### src/rtl/div_pkg.sv
// Shared types and sizing for the sequential signed divider.
package div_pkg;

   localparam int DIV_WIDTH = 32;
   localparam int STATE_W   = 2;
   localparam int CNT_W     = $clog2(DIV_WIDTH) + 1;

   typedef enum logic [STATE_W-1:0] {
      ST_IDLE = 2'd0,
      ST_RUN  = 2'd1,
      ST_DONE = 2'd2
   } div_state_t;

endpackage

### src/rtl/div_step.sv
// One restoring-division iteration on magnitudes: shift in a dividend bit, trial-subtract.
module div_step
   import div_pkg::*;
#(
   parameter int WIDTH = DIV_WIDTH
) (
   input  logic [WIDTH:0]   rem,
   input  logic [WIDTH-1:0] quo,
   input  logic [WIDTH:0]   divisor,
   output logic [WIDTH:0]   rem_next,
   output logic [WIDTH-1:0] quo_next
);

   logic [WIDTH+1:0] rem_sh;
   logic [WIDTH+1:0] trial;

   always_comb begin
      rem_sh = {rem, quo[WIDTH-1]};
      trial  = rem_sh - {1'b0, divisor};
      // A clear sign bit on the trial means the divisor fits into the shifted remainder.
      if (!trial[WIDTH+1]) begin
         rem_next = trial[WIDTH:0];
         quo_next = {quo[WIDTH-2:0], 1'b1};
      end else begin
         rem_next = rem_sh[WIDTH:0];
         quo_next = {quo[WIDTH-2:0], 1'b0};
      end
   end

endmodule

### src/rtl/div_seq.sv
// Sequential signed divider (MIPS DIV): quotient to lo_out, remainder to hi_out.
module div_seq
   import div_pkg::*;
#(
   parameter int WIDTH = DIV_WIDTH
) (
   input  logic             clk,
   input  logic             reset,
   input  logic             start,
   input  logic [WIDTH-1:0] a,
   input  logic [WIDTH-1:0] b,
   output logic             busy,
   output logic             done,
   output logic             div_zero,
   output logic [WIDTH-1:0] hi_out,
   output logic [WIDTH-1:0] lo_out,
   output div_state_t       state_dbg
);

   localparam int CW = $clog2(WIDTH) + 1;
   localparam logic [CW-1:0] LAST_CNT = CW'(WIDTH - 1);

   // Handshake: start is taken only in IDLE; done pulses for exactly one cycle when
   // hi_out/lo_out/div_zero are final, and no new start is taken until IDLE returns.
   div_state_t state, state_d;

   logic [CW-1:0]    cnt;
   logic [WIDTH:0]   rem_q;
   logic [WIDTH-1:0] quo_q;
   logic [WIDTH:0]   div_q;
   logic             sign_q;
   logic             sign_r;

   logic             load;
   logic             zero_start;
   logic             step_en;
   logic             last_step;

   logic [WIDTH:0]   a_ext, b_ext;
   logic [WIDTH:0]   abs_a, abs_b;
   logic [WIDTH:0]   step_rem;
   logic [WIDTH-1:0] step_quo;

   // Sign-extend by one bit so the most negative operand has a representable magnitude.
   always_comb begin
      a_ext = {a[WIDTH-1], a};
      b_ext = {b[WIDTH-1], b};
      abs_a = a[WIDTH-1] ? -a_ext : a_ext;
      abs_b = b[WIDTH-1] ? -b_ext : b_ext;
   end

   div_step #(.WIDTH(WIDTH)) u_step (
      .rem      (rem_q),
      .quo      (quo_q),
      .divisor  (div_q),
      .rem_next (step_rem),
      .quo_next (step_quo)
   );

   always_comb begin
      state_d    = state;
      load       = 1'b0;
      zero_start = 1'b0;
      step_en    = 1'b0;
      last_step  = 1'b0;
      case (state)
         ST_IDLE: begin
            if (start) begin
               if (b == '0) begin
                  zero_start = 1'b1;
                  state_d    = ST_DONE;
               end else begin
                  load    = 1'b1;
                  state_d = ST_RUN;
               end
            end
         end
         ST_RUN: begin
            step_en = 1'b1;
            if (cnt == LAST_CNT) begin
               last_step = 1'b1;
               state_d   = ST_DONE;
            end
         end
         ST_DONE: state_d = ST_IDLE;
         default: state_d = ST_IDLE;
      endcase
   end

   always_ff @(posedge clk or negedge reset) begin
      if (!reset) begin
         state <= ST_IDLE;
      end else begin
         state <= state_d;
      end
   end

   always_ff @(posedge clk or negedge reset) begin
      if (!reset) begin
         busy     <= 1'b0;
         done     <= 1'b0;
         div_zero <= 1'b0;
         hi_out   <= '0;
         lo_out   <= '0;
         cnt      <= '0;
         rem_q    <= '0;
         quo_q    <= '0;
         div_q    <= '0;
         sign_q   <= 1'b0;
         sign_r   <= 1'b0;
      end else begin
         busy <= (state_d == ST_RUN);
         done <= (state_d == ST_DONE);
         if (load) begin
            rem_q    <= '0;
            quo_q    <= WIDTH'(abs_a);
            div_q    <= abs_b;
            sign_q   <= a[WIDTH-1] ^ b[WIDTH-1];
            sign_r   <= a[WIDTH-1];
            cnt      <= '0;
            div_zero <= 1'b0;
         end
         if (zero_start) begin
            div_zero <= 1'b1;
         end
         if (step_en) begin
            rem_q <= step_rem;
            quo_q <= step_quo;
            cnt   <= cnt + 1'b1;
         end
         // Results are taken straight from the final step so they land with the done pulse.
         if (last_step) begin
            lo_out <= sign_q ? -step_quo : step_quo;
            hi_out <= sign_r ? WIDTH'(-step_rem) : WIDTH'(step_rem);
         end
      end
   end

   assign state_dbg = state;

endmodule

### config.mk
export PLATFORM = sky130hd
export DESIGN_NAME = div_seq
export DESIGN_NICKNAME = d
export VERILOG_FILES = /design/src/rtl/div_pkg.sv /design/src/rtl/div_step.sv /design/src/rtl/div_seq.sv
export SDC_FILE = /design/constraint.sdc
export NUM_CORES = 1
export LEC_CHECK = 0
export ABC_AREA = 1
export ABC_CLOCK_PERIOD_IN_PS = 3500
export BUFFER_PORTS_ARGS = -buffer_cell sky130_fd_sc_hd__buf_2
export CAP_MARGIN = 20
export CORE_MARGIN = 4
export CORE_UTILIZATION = 30
export CTS_BUF_LIST = sky130_fd_sc_hd__clkbuf_4
export DETAILED_ROUTE_END_ITERATION = 16
export MAX_ROUTING_LAYER = met4
export PLACE_DENSITY_LB_ADDON = 0.05
export SKIP_CTS_REPAIR_TIMING = 1
export SYNTH_ARGS = -nofsm -noshare
export SYNTH_HDL_FRONTEND = slang
export SYNTH_HIERARCHICAL = 1
export SYNTH_SLANG_ARGS = --single-unit
### constraint.sdc
create_clock -name clk -period 3.5 [get_ports clk]
set_clock_uncertainty 0.15 [all_clocks]
set_input_delay 0.7 -clock clk [delete_from_list [all_inputs] [get_ports clk]]
set_output_delay 0.7 -clock clk [all_outputs]
set_load 0.02 [all_outputs]
==> results.json, run 1 <==
{
  "muxShareOfSynthArea_pct": 0,
  "period_share_pct": 96.2,
  "critPathKind": "flop to flop",
  "drive_above_1_share_pct": 23.9,
  "num_rows": 79,
  "fin_nets": 2687,
  "first_global_vias": 14600,
  "synth_top_family_by_area": "simple AND/OR/NAND/NOR gates",
  "yosys_most_used_dff": "dfrtp_1",
  "yosysMostFrequentCell": "nand2_1",
  "seq_area_um2": 4390,
  "hold_viol": 0,
  "ys_async_sr_fraction_pct": 100,
  "status": "finished clean",
  "final_util_pct": 38.5,
  "clkPwrFrac_pct": 5.9,
  "p_per_area_nw_per_um2": 1130,
  "hp-class": "input pin to flop",
  "internal_power_mw": 9.59,
  "io_buffers": 135,
  "finalSetupViolations": 0,
  "htree_levels": 4,
  "clk_pin_slew_ns": 0.17,
  "routed_wl_um": 55500,
  "crit_slowest_cell": "dfrtp_1",
  "tns_ns": 0,
  "grt_usage_pct": 22.1,
  "route.detailed.drc": 0,
  "syn_area_um2": 14300,
  "grt.overflow.total": 0,
  "clockBufferDepth": 2,
  "synth_compound_area_share_pct": 7.55,
  "synth-edff-count": 0,
  "clockRootBuffer": "clkbuf_4",
  "pwr-share-seq_pct": 15.7,
  "viasPerCell": 4.70,
  "drv_cap": 0,
  "swShare_pct": 53.2,
  "rsz0062_at_grt": "yes",
  "fill_cells": 5195,
  "vias": 15100,
  "grt_max_degree": 81,
  "yosysTopAreaCell": "dfrtp_1",
  "gp_congestion": 0.903,
  "area_growth_pct": 26.1,
  "tightest_slew_ns": 0.906,
  "dp_hpwl_um": 44500,
  "cp.required_ns": 3.97,
  "clock_latency_ns": 0.74,
  "critPathMaxFanout": 8,
  "chipWidth_um": 227,
  "first_pass_iters": 6,
  "ant_nets": 0,
  "drt_iter0_markers": 937,
  "arrival_ns": 3.83,
  "cts_tree": "yes",
  "synth_top_area_share_pct": 30.5,
  "multi_input_area_um2": 8890,
  "place_ws_ns": -0.259,
  "stdcell_count": 3202,
  "slew_viol_final": 0,
  "ys_ff_latch": 175,
  "yosys.area_share.xor_xnor_pct": 3.42,
  "die-area_um2": 51400,
  "synthAdderAreaFrac_pct": 3.45,
  "vdd.ir_drop.worst_mv": 0.810,
  "synth_common_cells": "nand2_1 (806), inv_1 (322), nand3_1 (292)",
  "die_h_um": 227,
  "synth_area_per_cell_um2": 6.25,
  "synth_cells": 2296,
  "core-area_um2": 47000,
  "setup_slack_ns": 0.132,
  "grt_antenna_before_repair": 2,
  "synth_cell_types": 36,
  "period_needed_ns": 3.37,
  "syn_nets": 2402,
  "p_sw_mw": 10.9,
  "path_cells": "ha_4 -> nand2_2 -> nor3_4 -> nand2_2 -> buf_4 -> nor3_4 -> nand2_4 -> nand2_8 -> nand2_8 -> nand3_2 -> nand2_2 -> inv_2 -> buf_4 -> nand3_1 -> buf_4 -> o21ai_2 -> buf_6 -> xor2_1 -> o21ai_1",
  "grt_pass1_wl_um": 85000,
  "initial_utilization_pct": 30.6,
  "relSlewSlack_pct": 39.5,
  "ys_seq_area_share_pct": 30.5,
  "p_leak_nw": 9.68,
  "max_stage_delay_ns": 0.46,
  "fmax_ghz": 0.297,
  "synth-simple-area-share_pct": 41.9,
  "cts.sinks": 175,
  "ys_warn_count": 6,
  "io_pins": 136,
  "power_frac_comb_pct": 78.4,
  "cp-start-kind": "flop",
  "synth_area_leaders": "dfrtp_1 (31%), nand2_1 (21%), nand3_1 (10%)",
  "cts_buffers": 17,
  "cp-end-kind": "flop",
  "place_inst": 3148,
  "wl_per_cell_um": 17.3
}
-- worst max-delay path: cells and delay by family, from the launching register on --
kind | cells | cell delay, ns
and+or+nand+nor | 10 | 1.23
buffers and inverters | 5 | 0.66
DFF | 1 | 0.46
adders and majority gates | 1 | 0.30
xor gates and xnor gates | 1 | 0.22
AOI/OAI and AO/OA | 2 | 0.21
-- registers in the layout, summed over array words and instances (netlist names) --
signal and cells:
busy 1, cnt 6, div_q 33, div_zero 1, done 1, hi_out 32, lo_out 32, quo_q 32
rem_q 33, sign_q 1, sign_r 1, state_dbg 2
-- placed cells by master, fill, tap and decap left out, types with 6 or more instances in the layout --
master | Yosys | routed
dfrtp_2 | 0 | 11
o22ai_1 | 11 | 11
nand2_4 | 2 | 6
or2_2 | 7 | 6
nand4_1 | 28 | 28
clkbuf_4 | 0 | 18
buf_12 | 0 | 6
xor2_1 | 50 | 46
nand2_1 | 806 | 767
ha_4 | 0 | 20
buf_4 | 37 | 212
and2_1 | 10 | 9
nor2_1 | 211 | 186
o22ai_2 | 20 | 20
ha_1 | 38 | 17
nor2_4 | 2 | 15
nand3_2 | 8 | 25
a21oi_1 | 36 | 33
nand3_1 | 292 | 270
buf_6 | 14 | 6
nor2_2 | 10 | 22
inv_1 | 322 | 304
o21ai_1 | 26 | 27
nand3b_1 | 11 | 11
inv_2 | 7 | 24
o21ai_0 | 76 | 71
dfrtp_1 | 175 | 164
buf_2 | 22 | 134
nor3_1 | 16 | 12
nand2_2 | 11 | 45
-- through the flow --
stage | cell area [µm²] | hold WS (ns) | power [mW]
floorplan | 14300 | 0.254 | 11.1
global placement | 16800 | 0.303 | 17.4
detailed placement | 16800 | 0.313 | 17.4
CTS | 17100 | -0.249 | 18.7
global route | 18100 | 0.0768 | 22.4
finish | 18100 | 0.152 | 20.5
-- layer usage --
| layer | vias up | global-route usage (%) | routed length, µm |
|---|---|---|---|
| li1 | 7765 | - | - |
| met1 | 6975 | 30.0 | 26500 |
| met5 | - | - | 0 |
| met2 | 276 | 35.7 | 26000 |
| met3 | 46 | 2.60 | 1840 |
| met4 | 0 | 4.97 | 1170 |
-- power by group through the flow --
stage	combinational (mW)	clock, mW	sequential (mW)
3_3_place_gp	14.2	0	3.20
3_5_place_dp	14.1	0	3.21
6_report	16.1	1.21	3.22
5_1_grt	17.7	1.35	3.30
4_1_cts	14.2	1.29	3.17
2_1_floorplan	8.23	0	2.90
-- area by class of cell --
class	instances	area share [%]
Inverter	329	6.84
Antenna cell	1	0.0138
Timing Repair Buffer	364	14.1
Tap cell	607	4.20
Sequential cell	175	24.3
Clock buffer	18	0.747
Clock inverter	14	0.712
Multi-Input combinational cell	1694	49.1
-- worst paths after layout --
check                                  startpoint                     end  slack (ns)  cells after the start
setup / recovery            rem_q[29]$_DFFE_PN0P_   hi_out[7]$_DFFE_PN0P_        0.13                     19
hold reg to reg            lo_out[25]$_DFFE_PN0P_  lo_out[25]$_DFFE_PN0P_        0.35                      2
min in group asynchronous                   reset   rem_q[21]$_DFFE_PN0P_        0.41                      2
max in group asynchronous                   reset   quo_q[25]$_DFFE_PN0P_        1.99                      3
hold / removal                              start    div_zero$_DFFE_PN0P_        0.15                      3
setup reg to reg            rem_q[29]$_DFFE_PN0P_   hi_out[7]$_DFFE_PN0P_        0.13                     19
-- logic make-up (layout without fill, tap and decap cells) --
kind of cell	count (synthesis)	after routing
compound gates	179	179
simple gates	1418	1420
xor+xnor	56	56
flops	175	175
buf+inv	429	725
other cells	0	1
fa+ha+maj	39	39
No activity file was read; power rests on OpenSTA's default activity.
==> inputs of run 2 (changes only) <==
CELL_PAD_IN_SITES_DETAIL_PLACEMENT = 0   (was not set)
CELL_PAD_IN_SITES_GLOBAL_PLACEMENT = 1   (was not set)
==> results.json, run 2 (synthesized netlist as in run 1, its figures left out) <==
{
  "status": "finished clean",
  "r2r-start": "rem_q[28]$_DFFE_PN0P_",
  "crit_buf_inv": 3,
  "dp_hpwl_um": 44000,
  "core-area_um2": 47000,
  "wl_per_cell_um": 17.4,
  "cpLargestDelayFamily": "simple AND/OR/NAND/NOR gates",
  "setup_slack_ns": 0.111,
  "reg_top3": "div_q: 33 flops, rem_q: 33 flops",
  "vias": 15200,
  "tightest_slew_ns": 0.844,
  "route.detailed.drc": 0,
  "gp_congestion": 0.927,
  "chipWidth_um": 227,
  "num_rows": 79,
  "initial_utilization_pct": 30.6,
  "crit_top_cell": "nand2_2",
  "grt_antenna_before_repair": 2,
  "rsz0062_at_grt": "yes",
  "arrival_ns": 3.89,
  "p_per_area_nw_per_um2": 1110,
  "final_cell_mix": "nand2_1 (770), inv_1 (304), nand3_1 (282), buf_4 (217), nor2_1 (195)",
  "hold_depth": 3,
  "die-area_um2": 51400,
  "cts_tree": "yes",
  "first_global_vias": 14200,
  "clk_pin_slew_ns": 0.18,
  "placed_cell_area_um2": 16700,
  "slew_viol_final": 0,
  "io_buffers": 135,
  "r2r_setup_slack_ns": 0.11,
  "period_share_pct": 96.8,
  "place_ws_ns": -0.205,
  "fin_hold_ws_ns": 0.113,
  "critPathKind": "flop to flop",
  "cts_buffers": 17,
  "cp.required_ns": 4.01,
  "relSlewSlack_pct": 43.7,
  "critPathMaxFanout": 6,
  "clockBufferDepth": 2,
  "fill_cells": 5198,
  "grt_usage_pct": 22.1,
  "drt_iter0_markers": 1006,
  "cp-end-kind": "flop",
  "hold_viol": 0,
  "finalSetupViolations": 0,
  "viasPerCell": 4.73,
  "area_growth_pct": 25.1,
  "clockRootBuffer": "clkbuf_4",
  "fmax_ghz": 0.295,
  "grt_pass1_wl_um": 84200,
  "final_area_um2": 17900,
  "layout.cells.most_common": "nand2_1",
  "first_pass_iters": 5,
  "crit_slowest_cell": "dfrtp_2",
  "routed_wl_um": 55700,
  "stdcell_count": 3208,
  "regToRegEndpoint": "hi_out[26]$_DFFE_PN0P_",
  "hp-class": "input pin to flop",
  "drv_cap": 0,
  "drive_above_1_share_pct": 22.8,
  "p_leak_nw": 9.67,
  "io_pins": 136,
  "grt_max_degree": 80,
  "reg2regPathDepth": 20,
  "die_h_um": 227,
  "htree_levels": 4,
  "cts.sinks": 175,
  "cp-start-kind": "flop",
  "p_total_mw": 19.9,
  "min_to": "div_q[0]$_DFFE_PN0P_",
  "fin_nets": 2692,
  "clock_latency_ns": 0.76,
  "period_needed_ns": 3.39,
  "ant_nets": 0,
  "path_cells": "ha_1 -> nand2_2 -> nor3_4 -> nand2_2 -> nor3_4 -> nand2_8 -> nand2_8 -> nand2_8 -> buf_4 -> nand3_1 -> nand2_2 -> inv_2 -> nand3_1 -> nor2_1 -> buf_4 -> nand4_1 -> nand2_2 -> nand3_1 -> nand3_2 -> nand2_1",
  "hold_start": "b[0]",
  "max_stage_delay_ns": 0.48,
  "vdd.ir_drop.worst_mv": 0.475,
  "place_inst": 3140,
  "grt.overflow.total": 0
}
## run 2: cell count changes in the layout (fill, tap and decap cells not counted), moves of 4 or more
cell / before / now
nand3_2: 25 / 18
nor2_1: 186 / 195
nand3_1: 270 / 282
nor2_4: 15 / 8
buf_4: 212 / 217
clkinvlp_4: 4 / 0
## run 2: metal layers
metal	vias to the layer above	track usage [%]	part of all wire [%]
li1	7771	-	-
met1	7076	32.0	51
met2	308	33.1	44
met3	32	2.87	3.6
met4	0	4.67	1.6
met5	-	-	0
## run 2: report_power, final
group          internal (mW)  leakage [nW]  switching (mW)
clock network          0.392         0.162           0.928
registers               2.58          2.28           0.644
logic                   6.50          7.23            8.85
total                   9.47          9.67            10.4
## run 2: final cells by class
class	instances	area [µm²]	share of cell area, %
sequential	175	4390	24.5
tap	607	759	4.23
multi-input combinational	1696	8720	48.6
inverter	329	1240	6.89
clock inverter	15	168	0.934
antenna	2	5.00	0.0279
clock buffer	17	128	0.711
timing repair buffer	367	2540	14.1
## run 2: worst max-delay path by stage
stage,slack (ns),cells past startpoint,startpoint,endpoint
floorplan,0.40,19,rem_q[27]$_DFFE_PN0P_,lo_out[28]$_DFFE_PN0P_
global placement,-0.22,18,rem_q[27]$_DFFE_PN0P_,hi_out[26]$_DFFE_PN0P_
detailed placement,-0.20,20,rem_q[19]$_DFFE_PN0P_,hi_out[29]$_DFFE_PN0P_
CTS,-0.24,20,rem_q[19]$_DFFE_PN0P_,hi_out[29]$_DFFE_PN0P_
global route,-0.09,21,div_q[29]$_DFFE_PN0P_,hi_out[26]$_DFFE_PN0P_
finish,0.11,20,rem_q[28]$_DFFE_PN0P_,hi_out[26]$_DFFE_PN0P_
## run 2: per-stage QoR
stage / TNS (ns) / util (%)
floorplan: 0 / -
global placement: -2.39 / 35.6
detailed placement: -1.73 / 35.6
CTS: -2.54 / 36.2
global route: -1.11 / 38.2
finish: 0 / 38.2
## run 2: worst register-to-register path: stages, from the launching register on
cell and delay (ns):
dfrtp_2 0.48, ha_1 0.34, nand2_2 0.09, nor3_4 0.17, nand2_2 0.12, nor3_4 0.24
nand2_8 0.14, nand2_8 0.16, nand2_8 0.09, buf_4 0.17, nand3_1 0.08, nand2_2 0.08
inv_2 0.08, nand3_1 0.09, nor2_1 0.13, buf_4 0.15, nand4_1 0.17, nand2_2 0.13
nand3_1 0.09, nand3_2 0.10, nand2_1 0.05
